[config.mk]
export PLATFORM = sky130hd
export DESIGN_NAME = neuron_accumulator
export DESIGN_NICKNAME = d
export VERILOG_FILES = /design/src/rtl/neuron_accumulator.sv
export SDC_FILE = /design/constraint.sdc
export NUM_CORES = 1
export LEC_CHECK = 0
export BUFFER_PORTS_ARGS = -buffer_cell sky130_fd_sc_hd__buf_2
export CAP_MARGIN = 10
export CORE_MARGIN = 5
export CORE_UTILIZATION = 36
export CTS_BUF_LIST = sky130_fd_sc_hd__clkbuf_8
export CTS_CLUSTER_SIZE = 28
export DETAILED_ROUTE_END_ITERATION = 8
export MAX_ROUTING_LAYER = met4
export PLACE_DENSITY_LB_ADDON = 0.05
export SYNTH_ARGS = -nofsm -noshare
export SYNTH_HDL_FRONTEND = slang
export SYNTH_SLANG_ARGS = --single-unit
[constraint.sdc]
create_clock -name clk -period 4.95 [get_ports clk]
set_input_delay 1.485 -clock clk [delete_from_list [all_inputs] [get_ports clk]]
set_output_delay 1.485 -clock clk [all_outputs]
set_load 0.01 [all_outputs]
[src/rtl/neuron_accumulator.sv]
// FP16 running-sum accumulator fed by multiplier product pulses.
// Multicycle align/add/normalize datapath; emits the sum every N_TERMS products.
module neuron_accumulator #(
  parameter int unsigned N_TERMS = 8,
  parameter int unsigned CNT_W   = 8
) (
  input  logic        clk,
  input  logic        rst,
  input  logic [15:0] in_Value,
  input  logic        in_En,
  output logic [15:0] out_Sum,
  output logic        out_Ready,
  output logic        out_Busy,
  output logic        out_Overrun
);

  typedef enum logic [1:0] {StIdle, StAlign, StAdd, StNorm} state_e;

  state_e             r_state;
  logic [15:0]        r_acc;
  logic [15:0]        r_op;
  logic [CNT_W-1:0]   r_cnt;
  logic               r_sign;
  logic               r_sub;
  logic [4:0]         r_exp;
  logic [13:0]        r_mant_a;
  logic [13:0]        r_mant_b;
  logic [14:0]        r_sum;
  logic               r_sum_sign;
  logic [4:0]         r_sum_exp;

  // Unpack with subnormal flush and exp=31 clamped to max finite.
  logic [4:0]  w_a_exp, w_o_exp, w_big_exp, w_small_exp, w_diff;
  logic [9:0]  w_a_frac, w_o_frac;
  logic [13:0] w_a_mant, w_o_mant, w_big_mant, w_small_mant, w_small_sh;
  logic        w_op_big, w_big_sign, w_small_sign;

  always_comb begin
    w_a_exp  = r_acc[14:10];
    w_a_frac = r_acc[9:0];
    if (w_a_exp == 5'd31) begin
      w_a_exp  = 5'd30;
      w_a_frac = 10'h3FF;
    end else if (w_a_exp == 5'd0) begin
      w_a_frac = 10'h000;
    end
    w_o_exp  = r_op[14:10];
    w_o_frac = r_op[9:0];
    if (w_o_exp == 5'd31) begin
      w_o_exp  = 5'd30;
      w_o_frac = 10'h3FF;
    end else if (w_o_exp == 5'd0) begin
      w_o_frac = 10'h000;
    end
    w_a_mant = {(w_a_exp != 5'd0), w_a_frac, 3'b000};
    w_o_mant = {(w_o_exp != 5'd0), w_o_frac, 3'b000};
    w_op_big = {w_o_exp, w_o_frac} > {w_a_exp, w_a_frac};
    if (w_op_big) begin
      w_big_exp    = w_o_exp;
      w_big_mant   = w_o_mant;
      w_big_sign   = r_op[15];
      w_small_exp  = w_a_exp;
      w_small_mant = w_a_mant;
      w_small_sign = r_acc[15];
    end else begin
      w_big_exp    = w_a_exp;
      w_big_mant   = w_a_mant;
      w_big_sign   = r_acc[15];
      w_small_exp  = w_o_exp;
      w_small_mant = w_o_mant;
      w_small_sign = r_op[15];
    end
    w_diff     = w_big_exp - w_small_exp;
    w_small_sh = (w_diff >= 5'd14) ? 14'd0 : (w_small_mant >> w_diff);
  end

  // Normalize: shift leading one to bit 14, keep 10 fraction bits, drop the rest.
  logic [3:0]         w_lz;
  logic [10:0]        w_norm;
  logic signed [6:0]  w_exp_n;
  logic [15:0]        w_result;

  always_comb begin
    w_lz = 4'd0;
    for (int i = 0; i < 15; i++) begin
      if (r_sum[i]) w_lz = 4'(14 - i);
    end
    w_norm  = 11'((r_sum << w_lz) >> 4);
    w_exp_n = $signed({2'b00, r_sum_exp}) + 7'sd1 - $signed({3'b000, w_lz});
    if (!w_norm[10] || (w_exp_n < 7'sd1)) begin
      w_result = 16'h0000;
    end else if (w_exp_n > 7'sd30) begin
      w_result = {r_sum_sign, 15'h7BFF};
    end else begin
      w_result = {r_sum_sign, w_exp_n[4:0], w_norm[9:0]};
    end
  end

  assign out_Busy = (r_state != StIdle);

  always_ff @(posedge clk) begin
    if (rst) begin
      r_state     <= StIdle;
      r_acc       <= 16'h0000;
      r_op        <= 16'h0000;
      r_cnt       <= '0;
      r_sign      <= 1'b0;
      r_sub       <= 1'b0;
      r_exp       <= 5'd0;
      r_mant_a    <= 14'd0;
      r_mant_b    <= 14'd0;
      r_sum       <= 15'd0;
      r_sum_sign  <= 1'b0;
      r_sum_exp   <= 5'd0;
      out_Sum     <= 16'h0000;
      out_Ready   <= 1'b0;
      out_Overrun <= 1'b0;
    end else begin
      out_Ready <= 1'b0;
      if (in_En && (r_state != StIdle)) out_Overrun <= 1'b1;
      unique case (r_state)
        StIdle: begin
          if (in_En) begin
            r_op    <= in_Value;
            r_state <= StAlign;
          end
        end
        StAlign: begin
          r_sign   <= w_big_sign;
          r_sub    <= w_big_sign ^ w_small_sign;
          r_exp    <= w_big_exp;
          r_mant_a <= w_big_mant;
          r_mant_b <= w_small_sh;
          r_state  <= StAdd;
        end
        StAdd: begin
          r_sum      <= r_sub ? ({1'b0, r_mant_a} - {1'b0, r_mant_b})
                              : ({1'b0, r_mant_a} + {1'b0, r_mant_b});
          r_sum_sign <= r_sign;
          r_sum_exp  <= r_exp;
          r_state    <= StNorm;
        end
        StNorm: begin
          if (r_cnt == CNT_W'(N_TERMS - 1)) begin
            out_Sum   <= w_result;
            out_Ready <= 1'b1;
            r_acc     <= 16'h0000;
            r_cnt     <= '0;
          end else begin
            r_acc <= w_result;
            r_cnt <= r_cnt + 1'b1;
          end
          r_state <= StIdle;
        end
        default: r_state <= StIdle;
      endcase
    end
  end

endmodule

==> results.toml, run 1 <==
[outcome]
status = "finished clean"

[floorplanning]
die_height_um = 153.7
pin_count = 38
die-area_um2 = 23610
initial_core_util_pct = 36.60
die_width_um = 153.7
rows = 52
fp.coreArea_um2 = 20300

[finish]
drive_gt1_share_pct = 12.09
area_growth_pct = 12.01
fin_nets = 1018
num_antenna_cells = 0

[synth]
synth.area.top_cells = "dfxtp_1, mux2i_1, ha_1, nor2_1, a21oi_1"
synth_cells = 934
ys_types = 77
ys.warnings.count = 0
synth_edf_count = 0
ys_ff_latch = 113
synth_seq_area_share_pct = 30.45
synth_top_area_share_pct = 30.45
synth_ff_type = "dfxtp_1"
synth_most_common_cell = "dfxtp_1"
postSynthAreaPerCell_um2 = 7.955
yosys-top-cells-count = "dfxtp_1, nor2_1, nand2_1"
syn_area_um2 = 7430
synth_area_leader_cell = "dfxtp_1"
syn-num-nets = 996
synthArstFlopShare_pct = 0

[placed_design]
hpwl_um = 15760
gp_congestion = 0.8571
portBuffers = 37
pre_cts_ws_ns = 0.2615

[worst_setup_path]
worstReg2RegStart = "r_acc[13]"
cp-startpoint = "r_acc[13]"
arrival_ns = 4.95
cp-start-kind = "flop"
worstSetupEndpointType = "flop"
timing.rr.end = "r_mant_b[6]"
reg2reg_depth = 17
path_class = "reg2reg"
crit_fanout = 13
worst-endpoint-required_ns = 5.33
r2r_setup_slack_ns = 0.37
critPathCapture = "r_mant_b[6]"

[global_routing]
grt_usage_pct = 18.24
antenna_found_initial = 0
grt-ovfl-total = 0
grt_pass1_wl_um = 33870
grt_pass1_vias = 6062
grt_max_degree = 70

[timing]
maxSlewHeadroom_pct = 47.35
rsz0062_at_grt = "false"
final-setup-viol-count = 0
fin_crit_ns = 4.578
fin_crit_sh_pct = 92.49
report.final.slew_viol_count = 0
finalSetupTns_ns = 0
max_slew.worst_pin.slew_ns = 0.7898
clock.fmax_mhz = 218.4
finalHoldViolations = 0
setup_ws_ns = 0.3716
fin_worst_skew_ns = 0.01377

[clock_tree]
h-tree-depth = 4
cts_tree = "built"
clk_pin_slew_ns = 0.08
numCtsBuffers = 17
clock_latency_ns = 0.45
cts.path.max_buffers = 2
tritoncts_num_sinks = 113
cts-root-buf = "clkbuf_8"
postCtsSetupRepairBufs = 0
holdBufCountCts = 0

[worst_hold_path]
hold_depth = 2
hold_class = "reg2reg"

[drt]
wirelength_um = 20930
dr.first_iter.drc_count = 342
via_count = 6432
dr.pass1.iters = 5
vias_per_cell = 5.195
post_drt_wl_per_cell_um = 16.91
ant_nets = 0
drc = 0

[job]
maxCapViolations = 0
## critical path, cell delays in order (launching register included)
cell      delay (ns)
dfxtp_1         0.43
inv_1           0.12
nand3_1         0.36
a21o_1          0.21
inv_1           0.06
ha_1            0.29
nand4_1         0.13
or4_4           0.56
o221ai_2        0.14
and2_1          0.22
mux2i_1         0.13
ha_1            0.20
a211oi_1        0.36
and3b_1         0.24
or4b_4          0.56
a21oi_4         0.28
a21oi_1         0.10
nor2_1          0.10
## metrics by stage
step	util (%)	hold slack [ns]	instance area (um2)	std cells
floorplan	-	0.4254	7430	934
global placement	39.02	0.4346	7920	1207
detailed placement	39.02	0.4403	7920	1207
CTS	40.94	0.4586	8310	1238
global route	40.99	0.4923	8322	1238
finish	40.99	0.4530	8322	1238
## flip-flops by register name, summed over array words and instances (netlist names), 8 cells and up
signal / count
r_mant_a: 11
r_acc: 16
r_sum: 15
r_mant_b: 14
r_cnt: 8
r_op: 16
out_Sum: 16
## routing by layer
layer | part of all wire, % | vias to the layer above | wire length, um | track usage (%)
li1 | - | 3362 | - | -
met1 | 53 | 2981 | 10990 | 26.13
met2 | 44 | 79 | 9180 | 26.89
met3 | 2.6 | 10 | 554 | 3.513
met4 | 0.97 | 0 | 203 | 3.659
met5 | 0 | - | 0 | -
## how the worst min path moves through the flow
stage | from | to | slack [ns]
finish | out_Sum[2] | out_Sum[2] | 0.45
global placement | out_Sum[1] | out_Sum[1] | 0.43
detailed placement | out_Sum[2] | out_Sum[2] | 0.44
global route | out_Sum[1] | out_Sum[1] | 0.49
floorplan | r_acc[1] | r_acc[1] | 0.43
CTS | out_Sum[2] | out_Sum[2] | 0.46
## final cells by class
type                            count  area, um2
Inverter                           43      161.4
Tap cell                          270      337.8
Clock inverter                     14      156.4
Fill cell                        2156      11980
Sequential cell                   113       2262
Clock buffer                       17      234.0
Multi-Input combinational cell    720       4805
Timing Repair Buffer               61      365.4
## cells by family after synthesis
kind of cell               after synthesis  synth area share (%)
adders and majority gates               43                 7.342
and+or+nand+nor                        311                 19.40
buffers and inverters                  101                 5.305
DFF                                    113                 30.45
muxes                                   81                 11.45
xor gates and xnor gates                33                 3.890
AOI/OAI and AO/OA                      252                 22.16
## repair_timing
item | 4_1_cts | 5_1_grt
gates resized for setup | 0 | 2
setup endpoints to repair | 0 | 16
hold endpoints to repair | 0 | 0
## layout by cell type, fill, tap and decap left out, types with 12 or more instances in the layout
cell type	n
a21oi_1	77
xnor2_1	23
nor2b_1	16
o21ai_0	47
a211oi_1	13
a22o_1	12
buf_4	24
clkbuf_8	17
mux2i_1	76
nand3_1	13
dfxtp_1	113
nand2_1	97
inv_1	42
buf_2	37
nor2_1	111
ha_1	42
a21o_1	21
nor3_1	22
Power of run 1 is left out: the tool's default activity adds up to more than one toggle a clock period on the data nets, which glitch-free logic cannot reach.
==> run 2, diff against run 1 <==
- CORE_MARGIN: 5 -> 4
- REMOVE_ABC_BUFFERS: not set -> 1
==> run 2 against run 1 <==
- fmax increased by 0.35%
- via count rose by 1.3%
- register-to-register slack improved by 0.02 ns
- non-clock buffer count stayed put
- cell area increased by 0.20%
- wire length increased by 1.0%
- setup slack better by 0.016 ns
- critical endpoint is now r_acc[7]
- largest cell class unchanged
- highest routed layer unchanged
==> results.toml, run 2 (synthesis gave the netlist of run 1 again) <==
[worst_hold_path]
hold_class = "reg2reg"
worstHoldStart = "out_Sum[0]"
hold_depth = 2
min_to = "out_Sum[0]"

[worst_setup_path]
arrival_ns = 4.89
worstSetupEndpointType = "flop"
crit_chain = "nor2_1 -> a211oi_1 -> nor3_1 -> o31a_1 -> o31ai_2 -> inv_1 -> ha_1 -> inv_1 -> ha_1 -> inv_1 -> fa_1 -> inv_1 -> a21oi_1 -> o21bai_1 -> xnor2_1 -> a21o_1 -> a22o_1 -> nand2_1 -> a221o_1 -> o32ai_1 -> o21ai_0"
cp-start-kind = "flop"
path_class = "reg2reg"
slowest_stage = "dfxtp_1"
cpPeakStageDelay_ns = 0.49
crit_top_cell = "inv_1"
worst-endpoint-required_ns = 5.27
r2r_setup_slack_ns = 0.39
worstReg2RegStart = "r_sum[1]"
timing.rr.end = "r_acc[7]"
crit_fanout = 9
reg2reg_depth = 21

[timing]
max_slew.worst_pin.slew_ns = 0.7689
maxSlewHeadroom_pct = 48.74
fin_crit_ns = 4.563
clock.fmax_mhz = 219.2
finalHoldViolations = 0
fin_crit_sh_pct = 92.17
rsz0062_at_grt = "false"
report.final.slew_viol_count = 0
final-setup-viol-count = 0
fin_worst_skew_ns = 0.01460

[job]
maxCapViolations = 0

[clock_tree]
tritoncts_num_sinks = 113
postCtsSetupRepairBufs = 0
holdBufCountCts = 0
clk_pin_slew_ns = 0.08
numCtsBuffers = 17
cts-root-buf = "clkbuf_8"
cts.path.max_buffers = 2
cts_tree = "built"
h-tree-depth = 4
clock_latency_ns = 0.45

[outcome]
status = "finished clean"

[floorplanning]
pin_count = 38
initial_core_util_pct = 36.60
fp.coreArea_um2 = 20300
die_height_um = 151.7
rows = 52
die-area_um2 = 23000
die_width_um = 151.7

[finish]
drive_gt1_share_pct = 12.28
fin_area_um2 = 8338
layout_common_cells = "dfxtp_1, nor2_1, nand2_1"
final_common_cell = "dfxtp_1"
fin_nets = 1018
num_antenna_cells = 0
biggestRegsByFlops = "out_Sum: 16 flops, r_acc: 16 flops, r_op: 16 flops"
area_growth_pct = 12.23

[drt]
via_count = 6518
dr.pass1.iters = 5
drc = 0
wirelength_um = 21150
ant_nets = 0
dr.first_iter.drc_count = 360
vias_per_cell = 5.261
post_drt_wl_per_cell_um = 17.07

[placed_design]
hpwl_um = 16110
place_area_um2 = 7920
portBuffers = 37
gp_congestion = 0.8400

[global_routing]
grt-ovfl-total = 0
grt_max_degree = 53
grt_pass1_vias = 6155
antenna_found_initial = 0
grt_usage_pct = 19.59
grt_pass1_wl_um = 34250
## run 2: cell count changes in the layout (fill, tap and decap cells not counted), sizes merged
cell | before | now
clkbuf | 17 | 18
clkinvlp | 4 | 3
inv | 47 | 48
## run 2: cell type report
class	instances	area, um2
fill	2185	11960
sequential	113	2262
timing repair buffer	61	365.4
clock inverter	14	152.6
inverter	43	161.4
tap	270	337.8
clock buffer	18	247.7
multi-input combinational	720	4811
## run 2: routing by layer
metal  global-route usage [%]  vias to the layer above  wire [um]  share of wire (%)
li1                         -                     3372          -                  -
met1                    26.69                     3015      10680                 50
met3                    3.778                       20        644                3.0
met4                    4.403                        0        256                1.2
met5                        -                        -          0                  0
met2                    30.31                      111       9569                 45
## run 2: timing repair
action,4_1_cts,5_1_grt
hold endpoints to repair,0,0
resized for setup,0,4
setup endpoints to repair,0,14
## run 2: metrics by stage
stage          cells  hold WS [ns]  setup WS (ns)  utilization (%)  TNS (ns)
2_1_floorplan    876        0.4254        -0.6974                -    -7.978
3_3_place_gp    1207        0.4354         0.4444            39.02         0
3_5_place_dp    1207        0.4427         0.3573            39.02         0
4_1_cts         1239        0.4614         0.2882            40.99         0
5_1_grt         1239        0.4804        0.04295            41.08         0
6_report        1239        0.4544         0.3874            41.08         0
## run 2: worst max path at each step
stage | cells past startpoint | to | startpoint
after floorplan | 16 | r_mant_b[1] | r_op[12]
after global placement | 16 | r_mant_b[8] | r_acc[10]
after detailed placement | 16 | r_mant_b[6] | r_acc[11]
after CTS | 16 | r_mant_b[6] | r_acc[11]
after global routing | 21 | r_acc[7] | r_sum[2]
final | 21 | r_acc[7] | r_sum[1]
## run 2: worst max-delay path, delay by kind of cell, from the launching register on
kind                       cells  cell delay (ns)
AOI/OAI and AO/OA             10             2.30
adders and majority gates      3             0.85
DFF                            1             0.49
and+or+nand+nor                3             0.30
buffers and inverters          4             0.30
xor gates and xnor gates       1             0.22
Power of run 2 is left out for the same reason.
